==> config.mk <==
export PLATFORM = sky130hd
export DESIGN_NAME = launchpad_led_scanner
export DESIGN_NICKNAME = d
export VERILOG_FILES = /design/src/rtl/launchpad_pkg.sv /design/src/rtl/launchpad_scan_timer.sv /design/src/rtl/launchpad_led_scanner.sv
export SDC_FILE = /design/constraint.sdc
export NUM_CORES = 1
export LEC_CHECK = 0
export CORE_UTILIZATION = 62
export CTS_BUF_LIST = sky130_fd_sc_hd__clkbuf_8 sky130_fd_sc_hd__clkbuf_16
export CTS_CLUSTER_SIZE = 10
export DETAILED_ROUTE_END_ITERATION = 7
export PLACE_DENSITY_LB_ADDON = 0.2
export SLEW_MARGIN = 20
export SYNTH_ARGS = -nofsm -noshare
export SYNTH_HDL_FRONTEND = slang
export SYNTH_HIERARCHICAL = 1
export SYNTH_SLANG_ARGS = --single-unit
==> constraint.sdc <==
create_clock -name clk -period 5.55 [get_ports clk]
set_input_delay 0.8325 -clock clk [delete_from_list [all_inputs] [get_ports clk]]
set_output_delay 0.8325 -clock clk [all_outputs]
set_load 0.01 [all_outputs]
==> src/rtl/launchpad_pkg.sv <==
// Shared types and helpers for the launchpad LED path.
// The value-to-coordinate stage and the LED scanner both use this package.
package launchpad_pkg;

  localparam int GRID_DIM = 4;

  typedef logic [1:0] coord_t;
  typedef logic [GRID_DIM*GRID_DIM-1:0] mask_t;

  typedef enum logic {
    ST_IDLE = 1'b0,
    ST_SHOW = 1'b1
  } state_t;

  // Row-major LED index: row*4 + col.
  function automatic logic [3:0] led_index(input coord_t row, input coord_t col);
    return {row, col};
  endfunction

endpackage

==> src/rtl/launchpad_scan_timer.sv <==
// Column scan timebase for the LED matrix.
// A prescaler counts 0..SCAN_DIV-1. Each wrap advances the column.
// Prescaler count 0 is the blanking cycle of a slot.
module launchpad_scan_timer
  import launchpad_pkg::*;
#(
  parameter int SCAN_DIV = 1000
) (
  input  logic   clk,
  input  logic   reset_n,
  output coord_t scan_col,
  output logic   blank
);

  localparam int PRE_W = (SCAN_DIV > 1) ? $clog2(SCAN_DIV) : 1;
  localparam logic [PRE_W-1:0] PRE_LAST = PRE_W'(SCAN_DIV - 1);

  logic [PRE_W-1:0] prescale;

  // Prescaler and column counter; the column advances on prescaler wrap.
  always_ff @(posedge clk or negedge reset_n) begin
    if (!reset_n) begin
      prescale <= '0;
      scan_col <= '0;
    end else if (prescale == PRE_LAST) begin
      prescale <= '0;
      scan_col <= scan_col + 2'd1;
    end else begin
      prescale <= prescale + 1'b1;
    end
  end

  assign blank = (prescale == '0);

endmodule

==> src/rtl/launchpad_led_scanner.sv <==
// Launchpad LED scanner.
// Accepted row/col keys are latched into a 16-bit lit-mask. The mask stays lit
// for HOLD_CYCLES after the most recent accept, then clears. The mask is shown
// one column at a time, with one blanking cycle at the start of each column slot.
module launchpad_led_scanner
  import launchpad_pkg::*;
#(
  parameter int SCAN_DIV    = 1000,
  parameter int HOLD_CYCLES = 25_000_000
) (
  input  logic       clk,
  input  logic       reset_n,
  input  logic       key_valid,
  input  coord_t     key_row,
  input  coord_t     key_col,
  output logic       key_ready,
  input  logic       clear,
  output logic [3:0] led_col_n,
  output logic [3:0] led_row,
  output logic       busy
);

  localparam int TIMER_W = (HOLD_CYCLES > 1) ? $clog2(HOLD_CYCLES) : 1;
  localparam logic [TIMER_W-1:0] TIMER_LOAD = TIMER_W'(HOLD_CYCLES - 1);

  state_t               state;
  state_t               state_next;
  mask_t                mask;
  mask_t                mask_next;
  logic [TIMER_W-1:0]   timer;
  logic [TIMER_W-1:0]   timer_next;
  logic                 ready_q;
  logic                 accept;
  logic                 expire;
  coord_t               scan_col;
  logic                 blank;
  logic [3:0]           led_col_n_next;
  logic [3:0]           led_row_next;

  launchpad_scan_timer #(
    .SCAN_DIV (SCAN_DIV)
  ) u_scan_timer (
    .clk      (clk),
    .reset_n  (reset_n),
    .scan_col (scan_col),
    .blank    (blank)
  );

  // clear blocks acceptance in the same cycle, so a clear never races a key.
  assign key_ready = ready_q & ~clear;
  assign accept    = key_valid & key_ready;
  assign expire    = (state == ST_SHOW) && (timer == '0);

  // Handshake enable: comes up on the first edge after reset release.
  always_ff @(posedge clk or negedge reset_n) begin
    if (!reset_n) ready_q <= 1'b0;
    else          ready_q <= 1'b1;
  end

  // State register.
  always_ff @(posedge clk or negedge reset_n) begin
    if (!reset_n) state <= ST_IDLE;
    else          state <= state_next;
  end

  // Next state: clear wins, then accept (even on the expiry cycle), then expiry.
  always_comb begin
    state_next = state;
    if (clear)       state_next = ST_IDLE;
    else if (accept) state_next = ST_SHOW;
    else if (expire) state_next = ST_IDLE;
  end

  // State outputs.
  always_comb begin
    busy = (state == ST_SHOW);
  end

  // Mask and hold-timer updates, with the same priority as the state.
  always_comb begin
    mask_next  = mask;
    timer_next = timer;
    if (clear) begin
      mask_next  = '0;
      timer_next = '0;
    end else if (accept) begin
      mask_next[led_index(key_row, key_col)] = 1'b1;
      timer_next = TIMER_LOAD;
    end else if (expire) begin
      mask_next  = '0;
    end else if (state == ST_SHOW) begin
      timer_next = timer - 1'b1;
    end
  end

  // Mask and hold-timer registers.
  always_ff @(posedge clk or negedge reset_n) begin
    if (!reset_n) begin
      mask  <= '0;
      timer <= '0;
    end else begin
      mask  <= mask_next;
      timer <= timer_next;
    end
  end

  // Pin values for the current scan position. The live mask is used, so mask
  // changes show up mid-slot.
  always_comb begin
    led_col_n_next = 4'hF;
    led_row_next   = 4'h0;
    if (!blank) begin
      led_col_n_next = ~(4'b0001 << scan_col);
      for (int r = 0; r < GRID_DIM; r++) begin
        led_row_next[r] = mask[led_index(coord_t'(r), scan_col)];
      end
    end
  end

  // Registered pin drivers, one cycle behind the mask/scan state.
  always_ff @(posedge clk or negedge reset_n) begin
    if (!reset_n) begin
      led_col_n <= 4'hF;
      led_row   <= 4'h0;
    end else begin
      led_col_n <= led_col_n_next;
      led_row   <= led_row_next;
    end
  end

endmodule

==> flow_results.xml <==
<?xml version="1.0" encoding="UTF-8"?>
<metrics>
  <group name="run_status">
    <metric name="status" unit="">finished clean</metric>
  </group>
  <group name="detailed_routing">
    <metric name="drc" unit="">0</metric>
    <metric name="drtAntennaViolNets" unit="">0</metric>
    <metric name="routed_wl" unit="µm">6680</metric>
    <metric name="post_drt_wl_per_cell" unit="µm">16.6</metric>
    <metric name="routed-via-count" unit="">2552</metric>
    <metric name="vias_per_inst" unit="">6.35</metric>
    <metric name="drt-pass1-iter-count" unit="">4</metric>
    <metric name="detail_route.iter0.violations" unit="">193</metric>
  </group>
  <group name="clocking">
    <metric name="clk_pin_slew" unit="ns">0.07</metric>
    <metric name="post_cts.repair.setup_buffers" unit="">0</metric>
    <metric name="cts_tree" unit="">yes</metric>
    <metric name="cts_inserted_buffers" unit="">9</metric>
    <metric name="cts-resized-gates" unit="">0</metric>
    <metric name="cts-hold-fix-buffers" unit="">0</metric>
    <metric name="ctsRootBufferMaster" unit="">clkbuf_8</metric>
    <metric name="cts.path.max_buffers" unit="">2</metric>
    <metric name="clock_latency_reported_for_the_late_side_of_the_worst_skew_pair" unit="ns">0.34</metric>
    <metric name="htreeDepth" unit="">3</metric>
    <metric name="clkSinkCount" unit="">63</metric>
  </group>
  <group name="synthesis">
    <metric name="number_of_synthesized_flops_with_an_enable_pin" unit="">0</metric>
    <metric name="synth_top_family_by_area" unit="">simple AND/OR/NAND/NOR gates</metric>
    <metric name="yosysWarnings" unit="">6</metric>
    <metric name="synthAdderAreaFrac" unit="%">1.54</metric>
    <metric name="yosys_register_bits" unit="">63</metric>
    <metric name="postSynthCellCount" unit="">316</metric>
    <metric name="seq_area_frac_synth" unit="%">48.6</metric>
    <metric name="synth_simple_gate_area_share" unit="%">20.6</metric>
    <metric name="synth.area.top_cells" unit="">dfrtp_1 45%, dfstp_2 3.2%, nor2_1 2.9%</metric>
    <metric name="synth_top_cell_by_area" unit="">dfrtp_1</metric>
    <metric name="synth.top_cells.by_count" unit="">59 x dfrtp_1, 25 x nor2_1, 15 x clkbuf_1</metric>
    <metric name="synth_compound_gate_area_share" unit="%">19.2</metric>
    <metric name="synthDistinctLibCells" unit="">61</metric>
    <metric name="mappedNetlistNets" unit="">328</metric>
    <metric name="synth-main-ff-cell" unit="">dfrtp_1</metric>
    <metric name="avgSynthCellArea" unit="µm²">10.3</metric>
    <metric name="synth_area" unit="µm²">3260</metric>
    <metric name="synth-xor-area-share" unit="%">3.19</metric>
    <metric name="synth_largest_type_area_fraction" unit="%">45.3</metric>
    <metric name="synth.area.mux_share" unit="%">3.11</metric>
    <metric name="async_flop_share" unit="%">100</metric>
    <metric name="most_repeated_cell_in_the_gate_level_netlist_after_synthesis" unit="">dfrtp_1</metric>
  </group>
  <group name="sta">
    <metric name="worstMarginPinSlew" unit="ns">1.06</metric>
    <metric name="setup_repair_after_global_routing_missed_its_margin" unit="">no</metric>
    <metric name="max-slew-margin-rel" unit="%">28.7</metric>
    <metric name="tns" unit="ns">0</metric>
    <metric name="final_period_demand_of_the_worst_path" unit="ns">2.94</metric>
    <metric name="drv_slew" unit="">0</metric>
    <metric name="final.hold.worst_slack" unit="ns">0.488</metric>
    <metric name="finalClockSkew" unit="ns">0.00686</metric>
    <metric name="timing.fmax" unit="MHz">340</metric>
    <metric name="hold_violation_count_in_the_final_report" unit="">0</metric>
    <metric name="setup_slack" unit="ns">2.61</metric>
    <metric name="setup_failing_eps_final" unit="">0</metric>
    <metric name="period_share" unit="%">53.1</metric>
  </group>
  <group name="critical_path">
    <metric name="worstPathRequired" unit="ns">4.72</metric>
    <metric name="crit_arrival" unit="ns">2.11</metric>
    <metric name="setup.worst_path.class" unit="">input pin to output port</metric>
    <metric name="crit_chain" unit="">clkdlybuf4s50_1 -&gt; nor2b_1 -&gt; clkdlybuf4s50_1</metric>
    <metric name="cp_common_cell" unit="">clkdlybuf4s50_1</metric>
    <metric name="cpPeakStageDelay" unit="ns">0.56</metric>
    <metric name="timing.critical_path.to_type" unit="">output port</metric>
    <metric name="timing.reg2reg.worst_path_depth" unit="">7</metric>
    <metric name="critPathMaxFanout" unit="">6</metric>
    <metric name="critical-path-slowest-cell" unit="">clkdlybuf4s50_1</metric>
    <metric name="timing.critical_path.from_type" unit="">input pin</metric>
  </group>
  <group name="grt">
    <metric name="grt_pass1_vias" unit="">2307</metric>
    <metric name="grt_use_met3" unit="%">6.37</metric>
    <metric name="grt_use_met2" unit="%">36.5</metric>
    <metric name="pin_count_of_the_biggest_net_entering_global_routing" unit="">64</metric>
    <metric name="grt_antenna_before_repair" unit="">0</metric>
    <metric name="grt_overflow_total" unit="">0</metric>
    <metric name="grt_use_met1" unit="%">41.2</metric>
    <metric name="grtUsageTotal" unit="%">27.0</metric>
    <metric name="grt_first_pass_wirelength" unit="µm">11100</metric>
    <metric name="grt_busiest_layer" unit="">met1</metric>
  </group>
  <group name="floorplan">
    <metric name="core_area" unit="µm²">5070</metric>
    <metric name="dieArea" unit="µm²">5550</metric>
    <metric name="floorplan.initialDensity" unit="%">64.2</metric>
    <metric name="die_w" unit="µm">74.5</metric>
    <metric name="die_y" unit="µm">74.5</metric>
    <metric name="placementRows" unit="">26</metric>
    <metric name="ioPinCount" unit="">18</metric>
  </group>
  <group name="worst_hold_path">
    <metric name="holdCritPathClass" unit="">flop to flop</metric>
    <metric name="whs_path_depth" unit="">1</metric>
  </group>
  <group name="placed_design">
    <metric name="dp.final_hpwl" unit="µm">4420</metric>
    <metric name="io_buffers" unit="">17</metric>
    <metric name="place.gp.congestion" unit="">0.856</metric>
    <metric name="detailedPlace.worstSlack" unit="ns">2.59</metric>
  </group>
  <group name="power_and_ir_drop">
    <metric name="peakVddDrop" unit="mV">0.301</metric>
    <metric name="leakage" unit="nW">1.63</metric>
    <metric name="power_density" unit="nW/µm²">287</metric>
  </group>
  <group name="flow_run">
    <metric name="drv.max_cap_violation_count" unit="">0</metric>
  </group>
  <group name="cells_and_area">
    <metric name="nNetsFinal" unit="">339</metric>
    <metric name="drive_gt1_share" unit="%">11.7</metric>
    <metric name="insertedDiodeCount" unit="">0</metric>
    <metric name="area_growth" unit="%">11.9</metric>
  </group>
</metrics>
## path summary, 6_finish.rpt
kind	slack, ns	start	to
max	2.61	clear	key_ready
min	0.49	mask[15]$_DFFE_PN0P_	mask[15]$_DFFE_PN0P_
max reg2reg	2.66	timer[0]$_DFFE_PN0P_	timer[24]$_DFFE_PN0P_
min reg2reg	0.49	mask[15]$_DFFE_PN0P_	mask[15]$_DFFE_PN0P_
max in group asynchronous	4.40	reset_n	timer[21]$_DFFE_PN0P_
min in group asynchronous	0.65	reset_n	timer[23]$_DFFE_PN0P_
## cells in the final DEF, fill, tap and decap left out, drive strengths merged, types with 4 or more instances in the layout
master	synthesis	layout
dfrtp	59	59
nor2	25	25
clkdlybuf4s50	0	16
nand3	14	14
nand2	14	14
a21oi	11	11
nor2b	10	10
o21ai	10	10
o2bb2ai	9	9
clkbuf	17	9
nor4	9	9
inv	8	8
nor3	8	8
xor2	8	8
a22o	7	7
or4	7	7
or3	6	6
nand4	6	6
a31oi	6	6
a21o	6	6
a211o	6	6
o211ai	5	5
clkinv	0	5
mux4	4	4
ha	4	4
dfstp	4	4
and3	4	4
buf	3	4
## flip-flops by register name, summed over array words and instances, names as in the netlist
name                   flops
timer                     25
mask                      16
u_scan_timer/prescale     10
led_col_n                  4
led_row                    4
u_scan_timer/scan_col      2
busy                       1
ready_q                    1
## per-layer routing
layer	part of all wire, %	wire, µm	up-vias
met5	0	0	-
met4	1.7	112	0
met3	4.9	329	11
met2	45	3030	86
met1	48	3220	1228
li1	-	-	1227
## critical path, delay by kind of cell
kind / cells / cell delay (ns)
buf+inv: 2 / 1.06
simple gates: 1 / 0.21
## power breakdown
group | total (mW) | switching [mW] | internal [mW] | leakage, nW
clock | 0.393 | 0.186 | 0.208 | 0.0992
sequential | 0.502 | 0.0242 | 0.478 | 0.831
combinational | 0.152 | 0.0960 | 0.0560 | 0.705
total | 1.05 | 0.306 | 0.741 | 1.63
## cells by family after synthesis
family,Yosys count
mux,5
compound gates,84
other cells,1
fa+ha+maj,4
buf+inv,28
flops,63
xor+xnor,11
simple gates,120
## metrics by stage
stage	utilization [%]	power (mW)	cells	cell area, µm²
2_1_floorplan	-	0.611	316	3260
6_report	71.8	1.05	402	3650
5_1_grt	71.8	1.09	402	3650
3_5_place_dp	67.8	0.658	386	3440
3_3_place_gp	67.8	0.655	386	3440
4_1_cts	71.7	1.05	402	3640
## layout make-up
| type | instances | area, µm² |
|---|---|---|
| Clock inverter | 7 | 73.8 |
| Clock buffer | 9 | 124 |
| Tap cell | 70 | 87.6 |
| Timing Repair Buffer | 20 | 188 |
| Inverter | 8 | 30.0 |
| Sequential cell | 63 | 1580 |
| Fill cell | 384 | 1430 |
| Multi-Input combinational cell | 225 | 1560 |
No activity file was read; power rests on OpenSTA's default activity.
==> RTL change 1, RTL diff (config.mk and constraints unchanged) <==
Put one more register stage on the output `led_col_n`, with the module's reset. The value now appears one clock later. The other outputs are not delayed to match.
--- a/src/rtl/launchpad_led_scanner.sv
+++ b/src/rtl/launchpad_led_scanner.sv
@@ -24,2 +24,4 @@
   localparam logic [TIMER_W-1:0] TIMER_LOAD = TIMER_W'(HOLD_CYCLES - 1);
+
+  logic [3:0] led_col_n_s0;
 
@@ -122,7 +124,15 @@
     if (!reset_n) begin
-      led_col_n <= 4'hF;
+      led_col_n_s0 <= 4'hF;
       led_row   <= 4'h0;
     end else begin
-      led_col_n <= led_col_n_next;
+      led_col_n_s0 <= led_col_n_next;
       led_row   <= led_row_next;
+    end
+  end
+
+  always_ff @(posedge clk or negedge reset_n) begin
+    if (!reset_n) begin
+      led_col_n <= '0;
+    end else begin
+      led_col_n <= led_col_n_s0;
     end
Function: changed (a bounded check fails within 4 cycles, from zero or initial values and one cycle with reset_n low).
==> RTL change 1 against the unedited design <==
- synthesized cell count down 6.6%
- wire length is 1.2% lower
- cell area increased by 0.14%
- sequential cell count grew 4
- area after synthesis down 0.81%
- worst setup slack lost 300 ps
- sequential power increased by 3%
- total power rose by 4.2%
- largest cell class unchanged
==> RTL change 1: results (changes against the unedited design) <==
status: completed
share of layout cells above drive strength 1: 14.0% (+2.2 points)
Vias: 2,517 (-1.4%)
met3 WL: 405 um (+23%)
Adder-Cell Fraction of Synth Area: 1.55% (+0.012 points)
post-synthesis compound-gate area fraction: 15.3% (-3.9 points)
met2 wire length: 3120 um (+3.0%)
sequential fraction of the synthesis area: 52.1% (+3.5 points)
routability cong.: 0.795 (-7.1%)
ANT cells: 0 (unchanged)
hold_sp: led_col_n_s0[0]$_DFF_PN1_
total wire length: 6600 um (-1.2%)
R2R Path End: timer[12]$_DFFE_PN0P_
Synth top cells by count: 63 x dfrtp_1, 16 x nor2_1, 12 x a21oi_1
FILL cells: 342 (-11%)
Netlist cell types: 58 (-4.9%)
multiplexer area fraction after synthesis: 3.14% (+0.025 points)
Worst path max stage delay: 770 ps (+210 ps)
Syn. warnings: 6 (unchanged)
syn nets: 307 (-6.4%)
commonest non-fill, non-tap cell in the layout: dfrtp_1
port bufs: 17 (unchanged)
gr busiest metal: met1
asr flop ratio synth: 100% (unchanged)
Layout Skew: 12.0 ps (+5.11 ps)
total CTS buffers: 9 (unchanged)
All-Layer GR Usage: 26.5% (-0.58 points)
global-route wire length before repair: 10,900 um (-1.6%)
met3 Resource Use GR: 5.56% (-0.81 points)
Leak: 1.57 nW (-3.8%)
met1 usage: 39.4% (-1.8 points)
FF-to-FF path depth: 5 (-2)
CP Max Fanout: 22 (+16)
VDD IR max: 246 uV (-18%)
highest routed layer: met4
placed insts: 366 (-5.2%)
critical path class: input port to output port
Post-DP HPWL: 4230 um (-4.4%)
largest net degree at the start of global routing: 68 (+6.3%)
Psw: 0.289 mW (-5.6%)
M1 wire length: 2970 um (-7.7%)
Worst slew margin: 30.0% (+1.3 points)
slowest CP cell: clkdlybuf4s50_1
CTS clk-pin slew, worst paths: 80 ps
Hold Crit Endpoint: led_col_n[0]$_DFF_PN0_
RR Startpoint: timer[9]$_DFFE_PN0P_
Synth area leaders: dfrtp_1 49%, dfstp_2 3.3%, mux4_2 2.8%, or4_1 2.3%, o2bb2ai_1 2.2%
H-tree depth reported by CTS: 3 (unchanged)
gr ovfl total: 0 (unchanged)
vias in the first global route: 2,226 (-3.5%)
FF-to-FF setup slack: 2570 ps (-90 ps)
Syn Inst Count: 295 (-6.6%)
nets: 322 (-5.0%)
initial drt markers: 197 (+2.1%)
wire per inst: 17.3 um (+3.9%)
Synth Area in XOR/XNOR: 2.94% (-0.25 points)
drt pass-1 iters: 5 (+1)
Worst EP arrival: 2410 ps (+300 ps)
met2 global-route usage: 39.2% (+2.7 points)
WHS Path Cells: 0 (-1)
==> RTL change 1: through the flow <==
step	util, %	area, sq um	total power [mW]	worst slack [ps]	hold WS, ps
2_1_floorplan	-	3230	0.602	2980	379
3_3_place_gp	70.1	3420	0.637	2340	380
3_5_place_dp	70.1	3420	0.642	2240	381
4_1_cts	74.7	3640	1.09	2320	393
5_1_grt	74.8	3650	1.13	2230	396
6_report	74.8	3650	1.09	2300	393
==> RTL change 1: layout make-up <==
class,count,area share (%)
tap,67,2.30
multi-input combinational,204,39.5
clock inverter,7,2.81
sequential,67,46.1
timing repair buffer,20,5.14
inverter,8,0.822
clock buffer,9,3.39
==> RTL change 1: power by group through the flow <==
| stage | sequential, mW | clock [mW] | combinational, mW |
|---|---|---|---|
| after global placement | 0.526 | 0 | 0.111 |
| final | 0.519 | 0.455 | 0.118 |
| after detailed placement | 0.527 | 0 | 0.115 |
| after global routing | 0.520 | 0.477 | 0.129 |
| after floorplan | 0.522 | 0 | 0.0794 |
| after CTS | 0.518 | 0.459 | 0.117 |
==> RTL change 2, RTL diff (same settings) <==
Made on the original files. Set the parameter `HOLD_CYCLES` to 12_500_000 (it was 25_000_000).
--- a/src/rtl/launchpad_led_scanner.sv
+++ b/src/rtl/launchpad_led_scanner.sv
@@ -8,3 +8,3 @@
   parameter int SCAN_DIV    = 1000,
-  parameter int HOLD_CYCLES = 25_000_000
+  parameter int HOLD_CYCLES = 12_500_000
 ) (
Behaviour: no difference found for any inputs over 10 cycles, from zero or initial values and one cycle with reset_n low; that may be too few to reach the edited logic, so the function may still have changed.
==> RTL change 2 against the unedited design <==
- critical path depth stayed put
- area after synthesis shrank 6.0%
- worst setup slack got worse by 420 ps
- sequential cell count fell by 1
- register-to-register slack better by 30 ps
- wire length shrank 9.6%
- total power decreased by 0.30%
- cell area decreased by 4.7%
==> RTL change 2: results (changes against the unedited design) <==
wire per inst: 15.9 um (-4.2%)
Leak: 1.52 nW (-7.1%)
number of synthesized register bits: 62 (-1.6%)
RR Startpoint: timer[12]$_DFFE_PN0P_
Mapped Avg Cell Area: 10.4 sq um (+0.74%)
routability cong.: 0.813 (-5.0%)
Post-DP HPWL: 3920 um (-11%)
R2R Path End: timer[4]$_DFFE_PN0P_
vias in the first global route: 2,249 (-2.5%)
CP Max Fanout: 25 (+19)
final cell count without fillers: 379 (-5.7%)
syn nets: 307 (-6.4%)
FILL cells: 341 (-11%)
Hold Crit Endpoint: mask[14]$_DFFE_PN0P_
Netlist cell types: 54 (-11%)
VDD IR max: 232 uV (-23%)
hold_sp: mask[14]$_DFFE_PN0P_
sequential fraction of the synthesis area: 50.8% (+2.3 points)
nets: 319 (-5.9%)
pre-CTS setup slack: 2210 ps (-376 ps)
drt pass-1 iters: 5 (+1)
met3 Resource Use GR: 4.72% (-1.6 points)
Worst path max stage delay: 860 ps (+300 ps)
initial drt markers: 159 (-18%)
Synth top cells by count: 58 x dfrtp_1, 35 x nor2_1, 29 x a21oi_1, 13 x a31oi_1, 12 x xor2_1
Worst-Skew Late Latency: 340 ps (about the same)
All-Layer GR Usage: 27.0% (-0.051 points)
slowest CP cell: clkdlybuf4s50_1
Tcrit/Tclk final: 60.6% (+7.6 points)
Layout Skew: 4.80 ps (-2.06 ps)
Worst EP arrival: 2530 ps (+420 ps)
placed insts: 363 (-6.0%)
status: completed
Vias: 2,337 (-8.4%)
largest net degree at the start of global routing: 63 (-1.6%)
FF-to-FF setup slack: 2690 ps (+30 ps)
met2 global-route usage: 42.3% (+5.7 points)
largest registers: timer: 24 flops, mask: 16 flops, u_scan_timer/prescale: 10 flops
Least-Margin Pin Slew: 880 ps (-182 ps)
WHS Path Cells: 2 (+1)
Synth area leaders: dfrtp_1 47%, a21oi_1 4.7%, nor2_1 4.3%, dfstp_2 3.4%, xor2_1 3.4%
## RTL change 2: cell types whose count changed after synthesis, moves of 7 or more
cell / delta
nor2_1: +10
o2bb2ai_1: -9
a31oi_1: +7
a22o_1: -7
a21oi_1: +18
nand3_1: -9
## RTL change 2: per-layer routing
| metal | vias up | wire [um] |
|---|---|---|
| met3 | 11 | 178 |
| met5 | - | 0 |
| li1 | 1104 | - |
| met2 | 47 | 2980 |
| met4 | 0 | 108 |
| met1 | 1175 | 2780 |
## RTL change 2: kinds of logic (layout without fill, tap and decap cells)
| kind of cell | count (synthesis) | count (layout) | share of synthesized area, % |
|---|---|---|---|
| and+or+nand+nor | 118 | 118 | 22.6 |
| AOI/OAI and AO/OA | 65 | 65 | 12.8 |
| DFF | 62 | 62 | 50.8 |
| buffers and inverters | 23 | 40 | 3.55 |
| xor gates and xnor gates | 17 | 17 | 5.11 |
| muxes | 5 | 5 | 3.31 |
| adders and majority gates | 4 | 4 | 1.63 |
| other | 1 | 1 | 0.122 |
## RTL change 2: layout make-up
| cell class | instances | area share, % |
|---|---|---|
| Clock inverter | 4 | 1.98 |
| Inverter | 6 | 0.648 |
| Clock buffer | 12 | 4.76 |
| Sequential cell | 62 | 44.8 |
| Tap cell | 67 | 2.41 |
| Timing Repair Buffer | 18 | 4.97 |
| Multi-Input combinational cell | 210 | 40.4 |
## RTL change 2: through the flow
step | power (mW) | hold slack, ps | instance area, sq um
4_1_cts | 1.05 | 495 | 3470
3_5_place_dp | 0.595 | 480 | 3230
2_1_floorplan | 0.562 | 457 | 3060
6_report | 1.04 | 491 | 3470
5_1_grt | 1.08 | 520 | 3470
3_3_place_gp | 0.591 | 471 | 3230
## RTL change 2: power by group
part	internal, mW	switching (mW)
Combinational	0.0417	0.0629
Sequential	0.466	0.0177
Clock	0.287	0.169
Total	0.795	0.249
